File: src/rtl/ex_branch_feedback_stash_pkg.sv
`default_nettype none
// ----------------------------------------------------------------------------
// ex_branch_feedback_stash_pkg: shared types for the branch feedback stash.
// Revision: 1.0
// ----------------------------------------------------------------------------
package ex_branch_feedback_stash_pkg;

  localparam logic [31:0] PC_STEP = 32'd4;

  typedef struct packed {
    logic [31:0] pc;
    logic        pred_take;
  } stash_entry_t;

  // 2-bit GShare saturating counter encodings
  typedef enum logic [1:0] {
    NTAKE       = 2'b00,
    TAKE        = 2'b01,
    NTAKE_NTAKE = 2'b10,
    TAKE_TAKE   = 2'b11
  } pred_counter_t;

  typedef enum logic [0:0] {
    ST_NORMAL       = 1'b0,
    ST_FLUSH_SHADOW = 1'b1
  } shadow_state_t;

endpackage
`default_nettype wire

File: src/rtl/branch_stash_fifo.sv
`default_nettype none
// ----------------------------------------------------------------------------
// branch_stash_fifo: DEPTH-entry circular buffer with push/pop/flush/count.
// Revision: 1.0
// ----------------------------------------------------------------------------
module branch_stash_fifo
  import ex_branch_feedback_stash_pkg::*;
#(
  parameter int DEPTH = 4,
  parameter int PTR_W = 2
) (
  input  logic             clk,
  input  logic             reset,
  input  logic             push,
  input  stash_entry_t     push_entry,
  input  logic             pop,
  input  logic             flush,
  output stash_entry_t     head,
  output logic [PTR_W:0]   count
);

  stash_entry_t       r_mem [DEPTH];
  logic [PTR_W-1:0]   r_wr_ptr;
  logic [PTR_W-1:0]   r_rd_ptr;
  logic [PTR_W:0]     r_count;
  logic [PTR_W-1:0]   w_wr_next;

  always_comb begin
    w_wr_next = push ? r_wr_ptr + PTR_W'(1) : r_wr_ptr;
    head      = r_mem[r_rd_ptr];
    count     = r_count;
  end

  always_ff @(posedge clk) begin
    if (push) begin
      r_mem[r_wr_ptr] <= push_entry;
    end
  end

  always_ff @(posedge clk) begin
    if (reset) begin
      r_wr_ptr <= '0;
      r_rd_ptr <= '0;
      r_count  <= '0;
    end else begin
      r_wr_ptr <= w_wr_next;
      if (flush) begin
        // flush drops everything, including a same-edge push
        r_rd_ptr <= w_wr_next;
        r_count  <= '0;
      end else begin
        if (pop) begin
          r_rd_ptr <= r_rd_ptr + PTR_W'(1);
        end
        case ({push, pop})
          2'b10:   r_count <= r_count + (PTR_W+1)'(1);
          2'b01:   r_count <= r_count - (PTR_W+1)'(1);
          default: r_count <= r_count;
        endcase
      end
    end
  end

endmodule
`default_nettype wire

File: src/rtl/ex_branch_feedback_stash.sv
`default_nettype none
// ----------------------------------------------------------------------------
// ex_branch_feedback_stash: holds IF-predicted branches until EX resolves them,
// trains the predictor and redirects on mispredict. Option: BRANCH_STASH_STATS_EN.
// Revision: 1.0
// ----------------------------------------------------------------------------
module ex_branch_feedback_stash
  import ex_branch_feedback_stash_pkg::*;
#(
  parameter int DEPTH = 4,
  parameter int PTR_W = 2
) (
  input  logic             clk,
  input  logic             reset,
  input  logic             if_push,
  input  logic [31:0]      if_push_pc,
  input  logic             if_push_take,
  output logic             push_ready,
  input  logic             ex_resolve,
  input  logic             ex_take,
  input  logic [31:0]      ex_target,
  output logic             pc_jmp_feedback,
  output logic             pc_jmp_take,
  output logic [31:0]      pc_stash_base,
  output logic             pc_mispredict,
  output logic [31:0]      pc_redirect,
  output logic [PTR_W:0]   stash_count,
  output logic             stash_underflow
`ifdef BRANCH_STASH_STATS_EN
  ,
  output logic [31:0]      stat_resolved,
  output logic [31:0]      stat_mispredict
`endif
);

  localparam logic [PTR_W:0] C_FULL = (PTR_W+1)'(DEPTH);

  stash_entry_t   w_head;
  stash_entry_t   w_push_entry;
  logic [PTR_W:0] w_count;
  logic           w_resolve_ok;
  logic           w_mispredict;
  logic           w_push_ok;
  logic           w_pop;
  logic           w_empty_resolve;
  logic [31:0]    w_redirect;
  shadow_state_t  r_state;
  shadow_state_t  w_state_next;

  branch_stash_fifo #(
    .DEPTH (DEPTH),
    .PTR_W (PTR_W)
  ) u_fifo (
    .clk        (clk),
    .reset      (reset),
    .push       (w_push_ok),
    .push_entry (w_push_entry),
    .pop        (w_pop),
    .flush      (w_mispredict),
    .head       (w_head),
    .count      (w_count)
  );

  always_comb begin
    push_ready      = (w_count != C_FULL);
    stash_count     = w_count;
    w_push_entry    = '{pc: if_push_pc, pred_take: if_push_take};
    w_resolve_ok    = ex_resolve && (w_count != '0);
    w_empty_resolve = ex_resolve && (w_count == '0);
    w_mispredict    = w_resolve_ok && (ex_take != w_head.pred_take);
    w_pop           = w_resolve_ok && !w_mispredict;
    // wrong-path pushes: same edge as detection and the shadow cycle after it
    w_push_ok       = if_push && push_ready && !w_mispredict && (r_state == ST_NORMAL);
    w_redirect      = ex_take ? ex_target : w_head.pc + PC_STEP;
  end

  always_comb begin
    w_state_next = ST_NORMAL;
    if (w_mispredict) begin
      w_state_next = ST_FLUSH_SHADOW;
    end
  end

  always_ff @(posedge clk) begin
    if (reset) begin
      r_state <= ST_NORMAL;
    end else begin
      r_state <= w_state_next;
    end
  end

  always_ff @(posedge clk) begin
    if (reset) begin
      pc_jmp_feedback <= 1'b0;
      pc_jmp_take     <= 1'b0;
      pc_stash_base   <= '0;
      pc_mispredict   <= 1'b0;
      pc_redirect     <= '0;
      stash_underflow <= 1'b0;
    end else begin
      pc_jmp_feedback <= w_resolve_ok;
      pc_mispredict   <= w_mispredict;
      if (w_resolve_ok) begin
        pc_jmp_take   <= ex_take;
        pc_stash_base <= w_head.pc;
      end
      if (w_mispredict) begin
        pc_redirect <= w_redirect;
      end
      if (w_empty_resolve) begin
        stash_underflow <= 1'b1;
      end
    end
  end

`ifdef BRANCH_STASH_STATS_EN
  always_ff @(posedge clk) begin
    if (reset) begin
      stat_resolved   <= '0;
      stat_mispredict <= '0;
    end else begin
      if (w_resolve_ok && (stat_resolved != '1)) begin
        stat_resolved <= stat_resolved + 32'd1;
      end
      if (w_mispredict && (stat_mispredict != '1)) begin
        stat_mispredict <= stat_mispredict + 32'd1;
      end
    end
  end
`else
  // statistics counters are not built in this configuration
`endif

endmodule
`default_nettype wire

File: config.mk
export PLATFORM = sky130hd
export DESIGN_NAME = ex_branch_feedback_stash
export DESIGN_NICKNAME = d
export VERILOG_FILES = /design/src/rtl/ex_branch_feedback_stash_pkg.sv /design/src/rtl/branch_stash_fifo.sv /design/src/rtl/ex_branch_feedback_stash.sv
export SDC_FILE = /design/constraint.sdc
export NUM_CORES = 1
export LEC_CHECK = 0
export BUFFER_PORTS_ARGS = -buffer_cell sky130_fd_sc_hd__buf_2
export CAP_MARGIN = 15
export CORE_ASPECT_RATIO = 0.5
export CORE_MARGIN = 2
export CORE_UTILIZATION = 53
export CTS_BUF_LIST = sky130_fd_sc_hd__clkbuf_4
export CTS_CLUSTER_DIAMETER = 80
export DETAILED_ROUTE_END_ITERATION = 10
export PLACE_DENSITY_LB_ADDON = 0.25
export SYNTH_ARGS = -nofsm -noshare
export SYNTH_HDL_FRONTEND = slang
export SYNTH_HIERARCHICAL = 1
export SYNTH_SLANG_ARGS = --single-unit
File: constraint.sdc
create_clock -name clk -period 3.69 [get_ports clk]
set_clock_uncertainty 0.05 [all_clocks]
set_input_delay 0.369 -clock clk [delete_from_list [all_inputs] [get_ports clk]]
set_output_delay 0.369 -clock clk [all_outputs]
set_load 0.02 [all_outputs]
==> results.md <==
* Remaining routing DRC violations at 0
* Number of pins exceeding their max-slew limit in the final report at 0
* Global router's overall resource usage at 0.259
* Effective utilization at floorplan at 0.538
* # placed instances at 1012
* Number of setup violations in the final report at 0
* Antenna violations before repair at 2
* Share of total power in combinational logic at 0.371
* Average detailed-routed wire length per instance at a little under 20 um
* Final cell area excluding filler cells at ~0.011 mm^2
* Largest net degree at the start of global routing at 62
* Clock tree buffer depth at 3
* Net count reported at finish at 952
* Area used by sequential logic in the layout at roughly 0.0055 mm^2
* Worst max-slew margin expressed relative to the limit at 0.418
* Total power consumption of the routed design at 8.02 mW
* Crit path time final at around 3.2 ns
* Initial detailed-routing violation count at about 640
* Setup Buffers After CTS at 0
* P_leak at slightly below 4 nW
* Share of the core filled with cells at 0.657
* Result of the run: completed
* Arrival time at the worst endpoint at 3.73 ns
* Syn-to-layout area delta at 22.1%
* Final Worst Setup Slack at 0.441 ns
* Hold Slack at 0.0354 ns
* Fin crit share at 0.881
* Cell Chain, Critical Path: mux4_2, xor2_1, nand2_1, and4b_1, inv_1, ha_1, fa_1, xnor2_1, or3_1, a21boi_0
* Syn nets at 750
* Count of final hold-check violations at 0
* GRT overflow at 0
* Mapped Cells at 673
* DP HPWL at 14.6 mm
* Slew at the pin closest to its max-slew limit at about 0.87 ns
* Highest ir drop seen on vdd at 0.282 mV
* Number of buffers inserted by port buffering at 141
* Reg power frac at 0.397
* Worst slack at placement at roughly 0.46 ns
* Critical path class: register to register
* Die X-Extent at 186 um
* Vias at 6465
* CTS Buf Count at 48
* Most frequently used flop master after synthesis: sky130_fd_sc_hd__edfxtp_1
* Placed Instance Area at approximately 0.0096 mm^2
* Post-synthesis instance area at approximately 0.0088 mm^2
* Async SR Flop Fraction at 0
* Fraction of layout cells with a size suffix above 1 at 0.303
* Yosys warnings at 6
* I/O Pins at 142
* Largest stage delay on the critical path at 0.65 ns
* Part of the Yosys area used for sequential elements at 0.629
* Clock Root Buffer: sky130_fd_sc_hd__clkbuf_4
* Number of global-route vias before repair at 5965
* Total Die Area at 0.0176 mm^2
* Wire length reported by the detailed router at between 20 and 25 mm
* Clock slew at reported path FFs at 0.07 ns
* Global-route wire length before repair at 34.1 mm
* Clock Sinks at 209
* CTS tree: yes
* Clk network pwr share at 0.232
* RSZ-0062 raised after global routing: no
* Maximum fanout encountered on the critical timing path at 9
* CP Capture Type: register
* Setup TNS at 0 ns
* Via-per-instance ratio at 5.68
* Mean post-synth cell area at 13.0 um^2
* H-Tree Level Count at 2
* Data required time of the worst path at 4.17 ns
* Internal power at 4.99 mW
* Final Instance Count excl. Fillers at 1139
* Class of the most critical hold timing path: primary input to register
* Critical Path Start Type: register
* Fill cell instance count of the final layout at 1255
* Cell area power density at 751 mW/mm^2
* ANT nets after route at 0
* MaxCap Viol Count at 0
* RD Place Congestion at 0.881
* Floorplan Core Area at between 0.015 and 0.02 mm^2
* Proportion of total power due to net switching at 0.378
* Slowest stage cell, crit path: sky130_fd_sc_hd__mux4_2
* FP Rows at 33
* Post-synthesis sequential element count at 209
* Switching component of the power at between 3 and 4 mW
* Unique masters post-synth at 57
* First drt pass iteration count at 5
* F_max at 308 MHz
* Number of enable-type register cells in the synthesized netlist at 132
* Area taken by multi-input logic gates at 0.00297 mm^2
* Height of the die at 94.9 um
* Latest clock arrival within the worst-skew pair at roughly 0.62 ns
-- cell usage in the layout, fill, tap and decap left out, types with 9 or more instances in the layout --
master / n
sky130_fd_sc_hd__nor2_1: 28
sky130_fd_sc_hd__a21oi_1: 41
sky130_fd_sc_hd__dlygate4sd3_1: 40
sky130_fd_sc_hd__buf_4: 18
sky130_fd_sc_hd__inv_1: 12
sky130_fd_sc_hd__nor3_1: 15
sky130_fd_sc_hd__xnor2_1: 9
sky130_fd_sc_hd__o211ai_1: 11
sky130_fd_sc_hd__nand4_1: 18
sky130_fd_sc_hd__nor4_1: 11
sky130_fd_sc_hd__edfxtp_1: 132
sky130_fd_sc_hd__nand2_1: 84
sky130_fd_sc_hd__nand3_1: 29
sky130_fd_sc_hd__mux4_2: 30
sky130_fd_sc_hd__buf_2: 141
sky130_fd_sc_hd__dfxtp_1: 76
sky130_fd_sc_hd__a21boi_0: 9
sky130_fd_sc_hd__clkbuf_4: 80
sky130_fd_sc_hd__o21ai_0: 10
-- cell usage after synthesis (4+ instances only) --
master	instances	share of area
sky130_fd_sc_hd__buf_2	7	0.0040
sky130_fd_sc_hd__and2_1	5	0.0036
sky130_fd_sc_hd__nor4_1	11	0.0079
sky130_fd_sc_hd__nand4_1	18	0.013
sky130_fd_sc_hd__o41ai_1	5	0.0050
sky130_fd_sc_hd__or4_1	7	0.0060
sky130_fd_sc_hd__ha_1	6	0.0086
sky130_fd_sc_hd__dfxtp_1	77	0.18
sky130_fd_sc_hd__nor2_1	28	0.012
sky130_fd_sc_hd__inv_1	12	0.0051
sky130_fd_sc_hd__clkbuf_1	33	0.014
sky130_fd_sc_hd__o31ai_1	4	0.0034
sky130_fd_sc_hd__o311ai_0	4	0.0040
sky130_fd_sc_hd__a211oi_1	6	0.0051
sky130_fd_sc_hd__o211ai_1	11	0.0094
sky130_fd_sc_hd__a31oi_1	4	0.0029
sky130_fd_sc_hd__o21a_1	4	0.0034
sky130_fd_sc_hd__a21oi_1	41	0.023
sky130_fd_sc_hd__a21boi_0	9	0.0077
sky130_fd_sc_hd__nand3_1	29	0.017
sky130_fd_sc_hd__nor3_1	15	0.0086
sky130_fd_sc_hd__mux4_2	30	0.077
sky130_fd_sc_hd__xnor2_1	9	0.0090
sky130_fd_sc_hd__o21ai_0	10	0.0057
sky130_fd_sc_hd__or3_1	8	0.0057
sky130_fd_sc_hd__mux2i_1	7	0.0080
sky130_fd_sc_hd__o31a_1	7	0.0070
sky130_fd_sc_hd__nand2b_1	5	0.0036
sky130_fd_sc_hd__nand2_1	84	0.036
sky130_fd_sc_hd__edfxtp_1	132	0.45
-- critical path: cells and delay by family (launching register included) --
family / cells / cell delay (ns)
and+or+nand+nor: 3 / 0.76
muxes: 1 / 0.65
adders and majority gates: 2 / 0.62
DFF: 1 / 0.50
xor gates and xnor gates: 2 / 0.33
AOI/OAI and AO/OA: 1 / 0.15
buffers and inverters: 1 / 0.09
-- sequential cells by signal, indices dropped and copies added (netlist names), named ones only --
register         cells
pc_stash_base       32
pc_jmp_take          1
r_state              1
pc_redirect         32
stash_underflow      1
u_fifo/r_rd_ptr      2
u_fifo/count         3
pc_jmp_feedback      1
u_fifo/r_wr_ptr      2
u_fifo/r_mem       132
-- metal layers --
layer / part of all wire / global-route usage / up-vias
met2: 0.43 / 0.358 / 300
met1: 0.46 / 0.402 / 3129
met4: 0.0069 / 0.0551 / 0
met3: 0.11 / 0.0737 / 19
met5: 0 / 0.0114 / -
li1: - / - / 3017
-- repair_timing --
action	4_1_cts	5_1_grt
endpoints found under the setup margin	0	0
resized for setup	0	0
hold endpoints to repair	139	0
hold buffers	40	0
-- power by group through the flow --
stage          sequential, mW  clock, mW  combinational (mW)
6_report                 3.18       1.86                2.98
5_1_grt                  3.22       2.03                3.23
4_1_cts                  3.18       1.89                2.95
3_5_place_dp             3.23          0                2.91
3_3_place_gp             3.21          0                2.88
2_1_floorplan            3.38          0                1.87
-- worst paths after layout --
| check | cells past startpoint | from | end | slack, ns |
|---|---|---|---|---|
| worst min-delay path | 3 | ex_target[4] | pc_redirect[4] | 0.04 |
| worst max register to register | 10 | register | u_fifo/count[2] | 0.44 |
| worst max-delay path | 10 | register | u_fifo/count[2] | 0.44 |
| worst min register to register | 2 | pc_stash_base[30] | pc_stash_base[30] | 0.40 |
-- final cells by class --
cell class | count | area share
Clock buffer | 80 | 0.0562
Tap cell | 227 | 0.0266
Antenna cell | 2 | 0.000468
Inverter | 13 | 0.00457
Multi-Input combinational cell | 404 | 0.278
Sequential cell | 209 | 0.515
Clock inverter | 5 | 0.00258
Timing Repair Buffer | 199 | 0.116
-- cell families after synthesis --
group                      Yosys count  share of synthesized area
muxes                               40                     0.0942
AOI/OAI and AO/OA                  119                     0.0918
adders and majority gates            7                     0.0109
xor gates and xnor gates            12                     0.0120
DFF                                209                      0.629
buffers and inverters               60                     0.0333
and+or+nand+nor                    226                      0.129
Note: power is estimated with default switching activity, not from simulation.
